**config.mk**
```make
export PLATFORM = sky130hd
export DESIGN_NAME = usb_tx_sequencer_flat
export DESIGN_NICKNAME = d
export VERILOG_FILES = /design/src/rtl/usb_tx_sequencer_if.sv /design/src/rtl/usb_tx_sequencer.sv /design/src/flat_wrapper.sv
export SDC_FILE = /design/constraint.sdc
export NUM_CORES = 1
export LEC_CHECK = 0
export ABC_AREA = 1
export CAP_MARGIN = 20
export CORE_ASPECT_RATIO = 0.75
export CORE_MARGIN = 5
export CORE_UTILIZATION = 40
export CTS_BUF_LIST = sky130_fd_sc_hd__clkbuf_4
export DETAILED_ROUTE_END_ITERATION = 10
export PLACE_DENSITY_LB_ADDON = 0.1
export SLEW_MARGIN = 30
export SYNTH_ARGS = -nofsm -noshare
export SYNTH_HDL_FRONTEND = slang
export SYNTH_SLANG_ARGS = --single-unit
```
**constraint.sdc**
```tcl
create_clock -name Tx_Seq_Clk -period 3.06 [get_ports Tx_Seq_Clk]
set_clock_uncertainty 0.05 [all_clocks]
set_input_delay 0.612 -clock Tx_Seq_Clk [delete_from_list [all_inputs] [get_ports Tx_Seq_Clk]]
set_output_delay 0.612 -clock Tx_Seq_Clk [all_outputs]
set_load 0.05 [all_outputs]
```
**src/rtl/usb_tx_sequencer_if.sv**
```systemverilog
// Byte handshake and serial-side signals of the USB transmit sequencer.
// The slave modport is the sequencer; the master modport is its environment
// (packet builder on the byte side, bit stuffer on the serial side).
interface usb_tx_sequencer_if;
  logic [7:0] Tx_Seq_Data;
  logic       Tx_Seq_Valid;
  logic       Tx_Seq_Last;
  logic       Tx_Seq_Ready;
  logic       Tx_Seq_Bit_Out;
  logic       Tx_Seq_Stuff_Flag;
  logic       Tx_Seq_Active;
  logic       Tx_Seq_Eop;
  logic       Tx_Seq_Underrun;
  logic [7:0] Tx_Seq_Byte_Count;

  modport master (
    output Tx_Seq_Data, Tx_Seq_Valid, Tx_Seq_Last, Tx_Seq_Stuff_Flag,
    input  Tx_Seq_Ready, Tx_Seq_Bit_Out, Tx_Seq_Active, Tx_Seq_Eop,
           Tx_Seq_Underrun, Tx_Seq_Byte_Count
  );

  modport slave (
    input  Tx_Seq_Data, Tx_Seq_Valid, Tx_Seq_Last, Tx_Seq_Stuff_Flag,
    output Tx_Seq_Ready, Tx_Seq_Bit_Out, Tx_Seq_Active, Tx_Seq_Eop,
           Tx_Seq_Underrun, Tx_Seq_Byte_Count
  );
endinterface

```
**src/rtl/usb_tx_sequencer.sv**
```systemverilog
// USB transmit packet sequencer: accepts packet bytes, prepends SYNC,
// serialises LSB-first one bit per clock (stalling on stuff bits), then
// frames the packet with an EOP interval and an inter-packet gap.
module usb_tx_sequencer #(
  parameter logic [7:0]  SYNC_BYTE  = 8'h80,
  parameter int unsigned EOP_CYCLES = 2,
  parameter int unsigned GAP_CYCLES = 2
) (
  input logic              Tx_Seq_Clk,
  input logic              Tx_Seq_Rst,
  usb_tx_sequencer_if.slave bus
);

  typedef enum logic [2:0] {
    S_IDLE,
    S_SYNC,
    S_DATA,
    S_EOP,
    S_GAP
  } state_t;

  localparam logic [15:0] EOP_LAST = 16'(EOP_CYCLES - 1);
  localparam logic [15:0] GAP_LAST = 16'(GAP_CYCLES - 1);

  state_t      state_q, state_d;
  logic [7:0]  sr_q, sr_d;
  logic [2:0]  idx_q, idx_d;
  logic        sr_last_q, sr_last_d;
  logic [7:0]  hr_q, hr_d;
  logic        hr_full_q, hr_full_d;
  logic        hr_last_q, hr_last_d;
  logic        last_acc_q, last_acc_d;
  logic [15:0] cnt_q, cnt_d;
  logic [7:0]  byte_cnt_q, byte_cnt_d;
  logic        bit_out_q, bit_out_d;
  logic        active_q, active_d;
  logic        eop_q, eop_d;
  logic        underrun_q, underrun_d;

  logic        ready;
  logic        accept;

  // Ready is held low during reset so no byte can slip in while the state is forced.
  always_comb begin
    ready = !Tx_Seq_Rst && !hr_full_q && !last_acc_q &&
            (state_q == S_IDLE || state_q == S_SYNC || state_q == S_DATA);
    accept = ready && bus.Tx_Seq_Valid;
  end

  // Next-state logic; outputs are derived from the next state so they register in step.
  always_comb begin
    state_d    = state_q;
    sr_d       = sr_q;
    idx_d      = idx_q;
    sr_last_d  = sr_last_q;
    hr_d       = hr_q;
    hr_full_d  = hr_full_q;
    hr_last_d  = hr_last_q;
    last_acc_d = last_acc_q;
    cnt_d      = cnt_q;
    byte_cnt_d = byte_cnt_q;
    underrun_d = 1'b0;

    case (state_q)
      S_IDLE: begin
        if (accept) begin
          hr_d       = bus.Tx_Seq_Data;
          hr_full_d  = 1'b1;
          hr_last_d  = bus.Tx_Seq_Last;
          last_acc_d = bus.Tx_Seq_Last;
          byte_cnt_d = '0;
          sr_d       = SYNC_BYTE;
          sr_last_d  = 1'b0;
          idx_d      = '0;
          state_d    = S_SYNC;
        end
      end

      S_SYNC, S_DATA: begin
        // Refilling the holding register does not depend on stuffer stalls.
        if (accept) begin
          hr_d       = bus.Tx_Seq_Data;
          hr_full_d  = 1'b1;
          hr_last_d  = bus.Tx_Seq_Last;
          last_acc_d = last_acc_q | bus.Tx_Seq_Last;
        end
        if (!bus.Tx_Seq_Stuff_Flag) begin
          if (idx_q != 3'd7) begin
            idx_d = idx_q + 3'd1;
          end else begin
            // SYNC is not a data byte, so only DATA bytes are counted.
            if (state_q == S_DATA) byte_cnt_d = byte_cnt_q + 8'd1;
            if (hr_full_q) begin
              sr_d      = hr_q;
              sr_last_d = hr_last_q;
              hr_full_d = 1'b0;
              idx_d     = '0;
              state_d   = S_DATA;
            end else begin
              // End of packet, either normally (Last) or aborted for lack of data.
              // A byte caught in the holding register here is dropped.
              underrun_d = !sr_last_q;
              hr_full_d  = 1'b0;
              last_acc_d = 1'b0;
              cnt_d      = '0;
              state_d    = S_EOP;
            end
          end
        end
      end

      S_EOP: begin
        if (cnt_q == EOP_LAST) begin
          cnt_d   = '0;
          state_d = S_GAP;
        end else begin
          cnt_d = cnt_q + 16'd1;
        end
      end

      S_GAP: begin
        if (cnt_q == GAP_LAST) begin
          cnt_d   = '0;
          state_d = S_IDLE;
        end else begin
          cnt_d = cnt_q + 16'd1;
        end
      end

      default: begin
        state_d = S_IDLE;
      end
    endcase

    active_d  = (state_d == S_SYNC) || (state_d == S_DATA);
    bit_out_d = active_d ? sr_d[idx_d] : 1'b0;
    eop_d     = (state_d == S_EOP);
  end

  // State, control and output registers; the byte registers carry no reset.
  always_ff @(posedge Tx_Seq_Clk) begin
    sr_q <= sr_d;
    hr_q <= hr_d;
    if (Tx_Seq_Rst) begin
      state_q    <= S_IDLE;
      idx_q      <= '0;
      sr_last_q  <= 1'b0;
      hr_full_q  <= 1'b0;
      hr_last_q  <= 1'b0;
      last_acc_q <= 1'b0;
      cnt_q      <= '0;
      byte_cnt_q <= '0;
      bit_out_q  <= 1'b0;
      active_q   <= 1'b0;
      eop_q      <= 1'b0;
      underrun_q <= 1'b0;
    end else begin
      state_q    <= state_d;
      idx_q      <= idx_d;
      sr_last_q  <= sr_last_d;
      hr_full_q  <= hr_full_d;
      hr_last_q  <= hr_last_d;
      last_acc_q <= last_acc_d;
      cnt_q      <= cnt_d;
      byte_cnt_q <= byte_cnt_d;
      bit_out_q  <= bit_out_d;
      active_q   <= active_d;
      eop_q      <= eop_d;
      underrun_q <= underrun_d;
    end
  end

  assign bus.Tx_Seq_Ready      = ready;
  assign bus.Tx_Seq_Bit_Out    = bit_out_q;
  assign bus.Tx_Seq_Active     = active_q;
  assign bus.Tx_Seq_Eop        = eop_q;
  assign bus.Tx_Seq_Underrun   = underrun_q;
  assign bus.Tx_Seq_Byte_Count = byte_cnt_q;

endmodule

```
**src/flat_wrapper.sv**
```systemverilog
// flat-port wrapper written by rule: the top's interface ports become plain ports
module usb_tx_sequencer_flat 
#(
  parameter logic [7:0]  SYNC_BYTE  = 8'h80,
  parameter int unsigned EOP_CYCLES = 2,
  parameter int unsigned GAP_CYCLES = 2
)
  (Tx_Seq_Clk, Tx_Seq_Rst, bus_Tx_Seq_Data, bus_Tx_Seq_Valid, bus_Tx_Seq_Last, bus_Tx_Seq_Stuff_Flag, bus_Tx_Seq_Ready, bus_Tx_Seq_Bit_Out, bus_Tx_Seq_Active, bus_Tx_Seq_Eop, bus_Tx_Seq_Underrun, bus_Tx_Seq_Byte_Count);
  usb_tx_sequencer_if bus_i ();
  input logic Tx_Seq_Clk;
  input logic Tx_Seq_Rst;
  input wire logic [$bits(bus_i.Tx_Seq_Data)-1:0] bus_Tx_Seq_Data;
  input wire logic [$bits(bus_i.Tx_Seq_Valid)-1:0] bus_Tx_Seq_Valid;
  input wire logic [$bits(bus_i.Tx_Seq_Last)-1:0] bus_Tx_Seq_Last;
  input wire logic [$bits(bus_i.Tx_Seq_Stuff_Flag)-1:0] bus_Tx_Seq_Stuff_Flag;
  output wire logic [$bits(bus_i.Tx_Seq_Ready)-1:0] bus_Tx_Seq_Ready;
  output wire logic [$bits(bus_i.Tx_Seq_Bit_Out)-1:0] bus_Tx_Seq_Bit_Out;
  output wire logic [$bits(bus_i.Tx_Seq_Active)-1:0] bus_Tx_Seq_Active;
  output wire logic [$bits(bus_i.Tx_Seq_Eop)-1:0] bus_Tx_Seq_Eop;
  output wire logic [$bits(bus_i.Tx_Seq_Underrun)-1:0] bus_Tx_Seq_Underrun;
  output wire logic [$bits(bus_i.Tx_Seq_Byte_Count)-1:0] bus_Tx_Seq_Byte_Count;
  assign bus_i.Tx_Seq_Data = bus_Tx_Seq_Data;
  assign bus_i.Tx_Seq_Valid = bus_Tx_Seq_Valid;
  assign bus_i.Tx_Seq_Last = bus_Tx_Seq_Last;
  assign bus_i.Tx_Seq_Stuff_Flag = bus_Tx_Seq_Stuff_Flag;
  assign bus_Tx_Seq_Ready = bus_i.Tx_Seq_Ready;
  assign bus_Tx_Seq_Bit_Out = bus_i.Tx_Seq_Bit_Out;
  assign bus_Tx_Seq_Active = bus_i.Tx_Seq_Active;
  assign bus_Tx_Seq_Eop = bus_i.Tx_Seq_Eop;
  assign bus_Tx_Seq_Underrun = bus_i.Tx_Seq_Underrun;
  assign bus_Tx_Seq_Byte_Count = bus_i.Tx_Seq_Byte_Count;
  usb_tx_sequencer #(.SYNC_BYTE(SYNC_BYTE), .EOP_CYCLES(EOP_CYCLES), .GAP_CYCLES(GAP_CYCLES)) u_core (.Tx_Seq_Clk(Tx_Seq_Clk), .Tx_Seq_Rst(Tx_Seq_Rst), .bus(bus_i));
endmodule
```
==> results of run 1 <==
[registers in the layout, indices dropped and copies added, names as in the netlist]
register / count
u_core.cnt_q: 16
u_core.bus.Tx_Seq_Byte_Count: 8
u_core.hr_q: 8
u_core.sr_q: 8
u_core.idx_q: 3
u_core.state_q: 3
u_core.bus.Tx_Seq_Active: 1
u_core.bus.Tx_Seq_Bit_Out: 1
u_core.bus.Tx_Seq_Eop: 1
u_core.bus.Tx_Seq_Underrun: 1
u_core.hr_full_q: 1
u_core.hr_last_q: 1
u_core.last_acc_q: 1
u_core.sr_last_q: 1
[power by group through the flow]
stage / sequential [uW] / combinational (uW) / clock, uW
after global routing: 752 / 185 / 452
after floorplan: 774 / 101 / 0
after detailed placement: 765 / 168 / 0
after CTS: 750 / 170 / 425
after global placement: 765 / 168 / 0
final: 750 / 170 / 408
[worst reg2reg max path: stages (launching register included)]
cell and delay (ns):
dfxtp_1 0.48, ha_1 0.19, ha_1 0.24, nand2_2 0.11
inv_2 0.12, nand2_1 0.21, or2_2 0.34, nand3_1 0.07
nand2_1 0.09, nand2_1 0.08, nand3_1 0.08, a21oi_1 0.14
nor2_1 0.07
[synth_stat cells (all sizes together), types with 5 or more instances]
library cell	n	area [sq um]
ha	5	62.6
dfxtp	46	921
buf	5	52.6
o21ai	22	118
a211oi	5	52.6
nor2	40	188
nand4	5	31.3
edfxtp	8	240
inv	48	180
nand2	90	375
nor3	7	50.1
a21oi	30	191
nand3	42	273
or2	8	50.1
[kinds of logic (layout without fill, tap and decap cells)]
family / Yosys count / count (layout) / synth area share [%]
AO/OA/AOI/OAI: 63 / 63 / 14.1
XOR/XNOR: 4 / 4 / 1.21
adder cells (fa/ha/maj): 5 / 5 / 2.15
buffers and inverters: 55 / 85 / 8.30
flip-flops: 54 / 54 / 39.9
AND/OR/NAND/NOR: 196 / 196 / 34.3
[stage by stage]
stage | worst slack [ns] | util (%) | hold WS [ns] | std cells | power [uW]
floorplan | 1.10 | - | 0.350 | 377 | 875
global placement | 0.502 | 47.0 | 0.406 | 497 | 933
detailed placement | 0.435 | 47.0 | 0.389 | 497 | 933
CTS | 0.723 | 48.2 | 0.425 | 505 | 1340
global route | 0.466 | 48.2 | 0.433 | 505 | 1390
finish | 0.723 | 48.2 | 0.433 | 505 | 1330
[area by class of cell]
| type | instances | area share, % |
|---|---|---|
| Inverter | 49 | 5.55 |
| Clock buffer | 5 | 1.12 |
| Tap cell | 98 | 3.67 |
| Sequential cell | 54 | 34.8 |
| Multi-Input combinational cell | 268 | 45.1 |
| Clock inverter | 3 | 1.35 |
| Timing Repair Buffer | 28 | 8.47 |
[final timing paths]
path                                                    to             start  slack (ns)
worst max-delay path             u_core.bus.Tx_Seq_Bit_Out   u_core.idx_q[0]        0.72
worst min register to register  u_core.bus.Tx_Seq_Underrun  u_core.sr_last_q        0.43
worst max register to register   u_core.bus.Tx_Seq_Bit_Out   u_core.idx_q[0]        0.72
worst min-delay path            u_core.bus.Tx_Seq_Underrun  u_core.sr_last_q        0.43
[metal layers]
metal  GRT usage, %  wire (microns)
met5              0               0
met4           3.78              48
met3           3.87             460
met2           19.9            2480
met1           25.8            3800
==> impl_metrics.env, run 1 <==
export IMPL_outcome="finished clean"
export IMPL_cts_tree="yes"
export IMPL_cp_end_kind="flip-flop"
export IMPL_num_rows=26
export IMPL_finalWeightedCongestion=0.809
export IMPL_drtPass1Iterations=4
export IMPL_wire_per_inst_microns=13.4
export IMPL_vdd_drop_max_v=0.000238
export IMPL_hpwl_microns=5100
export IMPL_syn_cell_area_sq_um=2910
export IMPL_syn_to_final_growth_pct=14.8
export IMPL_finalInstanceArea_sq_um=3340
export IMPL_maxSlewHeadroom_pct=65.7
export IMPL_synthArstFlopShare_pct=0
export IMPL_clockBufferDepth=2
export IMPL_via_per_inst=4.91
export IMPL_critPathLaunchType="flip-flop"
export IMPL_mostFrequentLayoutCell="nand2_1"
export IMPL_path_clk_slew_ns=0.17
export IMPL_holdPathStages=1
export IMPL_cp_data_required_time_ns=3.31
export IMPL_start_util_pct=42.0
export IMPL_p_sw_share_pct=27.1
export IMPL_fin_crit_sh_pct=76.4
export IMPL_ys_types=41
export IMPL_die_area_sq_um=9090
export IMPL_syn_num_nets=395
export IMPL_cts_resized=0
export IMPL_hp_class="flip-flop to flip-flop"
export IMPL_multi_input_area_sq_um=1510
export IMPL_leakage_uw=0.00131
export IMPL_ant_nets=0
export IMPL_cp_slowest_stage_delay_ns=0.48
export IMPL_netlist_instances=377
export IMPL_yosysWarnings=0
export IMPL_critical_path_buf_inv_count=1
export IMPL_ioPinCount=26
export IMPL_synth_seq_area_share_pct=39.9
export IMPL_fillers=681
export IMPL_drt_wl_total_microns=6790
export IMPL_power_share_sequential_pct=56.5
export IMPL_layout_common_cells="81 x nand2_1, 46 x dfxtp_1, 40 x inv_1"
export IMPL_power_internal_uw=968
export IMPL_power_switching_uw=359
export IMPL_finalHoldViolations=0
export IMPL_grt_start_max_net_pins=20
export IMPL_dpl_cell_area_sq_um=3260
export IMPL_crit_slowest_cell="dfxtp_1"
export IMPL_drc=0
export IMPL_cts_htree_levels=2
export IMPL_synthFlopType="dfxtp_1"
export IMPL_tightest_slew_ns=0.514
export IMPL_seq_area_sq_um=1160
export IMPL_cts_buffers=5
export IMPL_crit_chain="ha_1 > ha_1 > nand2_2 > inv_2 > nand2_1 > or2_2 > nand3_1 > nand2_1 > nand2_1 > nand3_1 > a21oi_1 > nor2_1"
export IMPL_drive_above_1_share_pct=16.5
export IMPL_cp_num_cells=12
export IMPL_power_density_nw_per_um2=398
export IMPL_path_class="flip-flop to flip-flop"
export IMPL_power_frac_clock_pct=30.8
export IMPL_clockRootBuffer="clkbuf_4"
export IMPL_pwr_share_comb_pct=12.8
export IMPL_die_height_microns=83.8
export IMPL_synth_seq_cells=54
export IMPL_grtUsageTotal_pct=15.8
export IMPL_drv_cap=0
export IMPL_worstPathMaxFanout=8
export IMPL_maxSlewViolCount=0
export IMPL_insertedDiodeCount=0
export IMPL_portBuffers=25
export IMPL_rsz0062_at_grt="false"
export IMPL_grt_pass1_wl_microns=11500
export IMPL_synth_edf_count=8
export IMPL_hold_buffers=0
export IMPL_setup_violations=0
export IMPL_grt_pass1_vias=2307
export IMPL_postSynthAreaPerCell_sq_um=7.71
export IMPL_globalRouteOverflowTotal=0
export IMPL_first_iter_violations=195
export IMPL_min_period_ns=2.34
export IMPL_clk_latency_ns=0.38
export IMPL_core_area_sq_um=6930
export IMPL_tns_ns=0
export IMPL_max_freq_ghz=0.428
export IMPL_critical_path_most_common_cell="nand2_1"
export IMPL_cts_setup_buffers=0
export IMPL_clock_sinks=54
export IMPL_ff2ff_path_depth=12
export IMPL_final_net_count=424
export IMPL_arrival_ns=2.58
export IMPL_critPathTopFamily="simple AND/OR/NAND/NOR gates"
export IMPL_die_w_microns=108
export IMPL_antenna_found_initial=0
export IMPL_via_count=2482
No activity file was read; power rests on OpenSTA's default activity.
==> inputs of run 2 (changes only) <==
==> constraint.sdc (replaced) <==
create_clock -name Tx_Seq_Clk -period 2.4 [get_ports Tx_Seq_Clk]
set_clock_uncertainty 0.05 [all_clocks]
set_input_delay 0.48 -clock Tx_Seq_Clk [delete_from_list [all_inputs] [get_ports Tx_Seq_Clk]]
set_output_delay 0.48 -clock Tx_Seq_Clk [all_outputs]
set_load 0.05 [all_outputs]
==> run 2 against run 1 <==
Highest routed layer unchanged. Clock-buffer cell count is 1 higher. Register-to-register slack worse by 0.51 ns. Sequential cell count stayed put. Cell area is 1.8% higher. Routed wire length is 1.7% higher. Fmax is 7.1% higher. Sequential share of layout area is 0.63 points lower. Clock power hardly changed. Sequential power is 27% higher. Worst setup slack worse by 0.51 ns.
==> impl_metrics.env, run 2 (synthesized netlist as in run 1, its figures left out) <==
export IMPL_outcome="finished clean"
export IMPL_core_area_sq_um=6930
export IMPL_final_net_count=435
export IMPL_arrival_ns=2.43
export IMPL_maxSlewViolCount=0
export IMPL_utilization_pct=49.1
export IMPL_wire_per_inst_microns=13.4
export IMPL_cp_end_kind="flip-flop"
export IMPL_ioPinCount=26
export IMPL_maxSlewHeadroom_pct=65.9
export IMPL_critPathLaunch="u_core.idx_q[1]"
export IMPL_grt_pass1_vias=2470
export IMPL_drv_cap=0
export IMPL_die_height_microns=83.8
export IMPL_grt_start_max_net_pins=20
export IMPL_path_clk_slew_ns=0.17
export IMPL_cts_htree_levels=2
export IMPL_die_w_microns=108
export IMPL_hpwl_microns=5250
export IMPL_drt_wl_total_microns=6910
export IMPL_pwr_share_comb_pct=14.8
export IMPL_ant_nets=0
export IMPL_clockBufferDepth=2
export IMPL_insertedDiodeCount=0
export IMPL_critPathTopFamily="simple AND/OR/NAND/NOR gates"
export IMPL_finalHoldViolations=0
export IMPL_setup_violations=0
export IMPL_mostFrequentLayoutCell="nand2_1"
export IMPL_reg2reg_from="u_core.idx_q[1]"
export IMPL_rsz0062_at_grt="false"
export IMPL_first_iter_violations=137
export IMPL_power_internal_uw=1160
export IMPL_max_freq_ghz=0.458
export IMPL_via_per_inst=4.96
export IMPL_largest_register_ffs=16
export IMPL_fin_crit_sh_pct=90.9
export IMPL_power_frac_clock_pct=25.6
export IMPL_syn_to_final_growth_pct=17.0
export IMPL_portBuffers=25
export IMPL_critPathLaunchType="flip-flop"
export IMPL_via_count=2561
export IMPL_critical_path_buf_inv_count=2
export IMPL_grtUsageTotal_pct=16.5
export IMPL_min_delay_start="u_core.sr_last_q"
export IMPL_grt_pass1_wl_microns=12100
export IMPL_clockRootBuffer="clkbuf_4"
export IMPL_cp_data_required_time_ns=2.65
export IMPL_start_util_pct=42.0
export IMPL_tns_ns=0
export IMPL_hp_class="flip-flop to flip-flop"
export IMPL_drc=0
export IMPL_drive_above_1_share_pct=18.9
export IMPL_power_density_nw_per_um2=471
export IMPL_crit_chain="ha_1 > ha_1 > nand2_2 > inv_2 > a21oi_4 > a21oi_4 > inv_2 > nor3_2 > nor2_1 > nor3_2"
export IMPL_power_switching_uw=445
export IMPL_fillers=682
export IMPL_worstPathMaxFanout=12
export IMPL_tightest_slew_ns=0.510
export IMPL_globalRouteOverflowTotal=0
export IMPL_clock_sinks=54
export IMPL_finalWeightedCongestion=0.835
export IMPL_crit_slowest_cell="dfxtp_1"
export IMPL_leakage_uw=0.00136
export IMPL_vdd_drop_max_v=0.000249
export IMPL_cts_buffers=5
export IMPL_path_class="flip-flop to flip-flop"
export IMPL_antenna_found_initial=0
export IMPL_die_area_sq_um=9090
export IMPL_num_rows=26
export IMPL_dp_slack_ns=0.00681
export IMPL_min_period_ns=2.18
export IMPL_cts_tree="yes"
export IMPL_hold_buffers=0
export IMPL_top_register="u_core.cnt_q"
export IMPL_setup_ws_ns=0.218
export IMPL_cp_slowest_stage_delay_ns=0.40
export IMPL_power_share_sequential_pct=59.6
export IMPL_clk_latency_ns=0.38
export IMPL_p_sw_share_pct=27.8
export IMPL_layout_common_cells="80 x nand2_1, 46 x dfxtp_1, 40 x inv_1"
export IMPL_drtPass1Iterations=4
==> run 2: cell count changes in the layout (fill, tap and decap cells not counted) <==
| cell | before | now |
|---|---|---|
| nand2_2 | 6 | 7 |
| buf_4 | 3 | 14 |
| nand2_1 | 81 | 80 |
| clkbuf_4 | 5 | 6 |
| clkinv_4 | 0 | 1 |
| clkinv_2 | 1 | 2 |
| bufinv_16 | 1 | 0 |
| clkinvlp_4 | 2 | 0 |
==> run 2: what timing repair did <==
| item | in CTS | in global routing |
|---|---|---|
| endpoints found under the setup margin | 0 | 1 |
| resized for setup | 0 | 1 |
| setup buffers | 0 | 0 |
==> run 2: power by group through the flow <==
stage / clock [uW] / sequential [uW] / combinational [uW]
finish: 411 / 955 / 237
global route: 469 / 958 / 257
CTS: 431 / 955 / 238
detailed placement: 0 / 974 / 237
global placement: 0 / 974 / 236
floorplan: 0 / 987 / 129
==> run 2: per-layer routing <==
metal,share of wire [%],wire [microns],vias up,GRT usage [%]
met5,0,0,-,0
met4,0.77,53,0,3.44
met3,6.3,434,6,3.56
met2,38,2610,64,21.8
met1,55,3800,1162,26.7
li1,-,-,1329,-
==> run 2: final cells by class <==
class	count	area, sq um	area share [%]
multi-input cells	268	1510	44.3
clock buffers	6	45.0	1.32
flip-flops and latches	54	1160	34.1
well taps	98	123	3.61
repair buffers	39	365	10.7
clock inverters	2	13.8	0.405
inverters	49	185	5.45
==> run 2: final timing paths <==
path,slack [ns],endpoint,depth (start not counted)
min,0.41,u_core.bus.Tx_Seq_Underrun,1
min reg2reg,0.41,u_core.bus.Tx_Seq_Underrun,1
max reg2reg,0.22,u_core.cnt_q[7],10
max,0.22,u_core.cnt_q[7],10
==> run 2: metrics by stage <==
stage               hold slack, ns  cell area (sq um)  std cells  power [uW]
floorplan                    0.350               2910        377        1120
global placement             0.398               3340        508        1210
finish                       0.410               3400        516        1600
global route                 0.430               3400        516        1680
CTS                          0.410               3400        516        1620
detailed placement           0.385               3340        508        1210
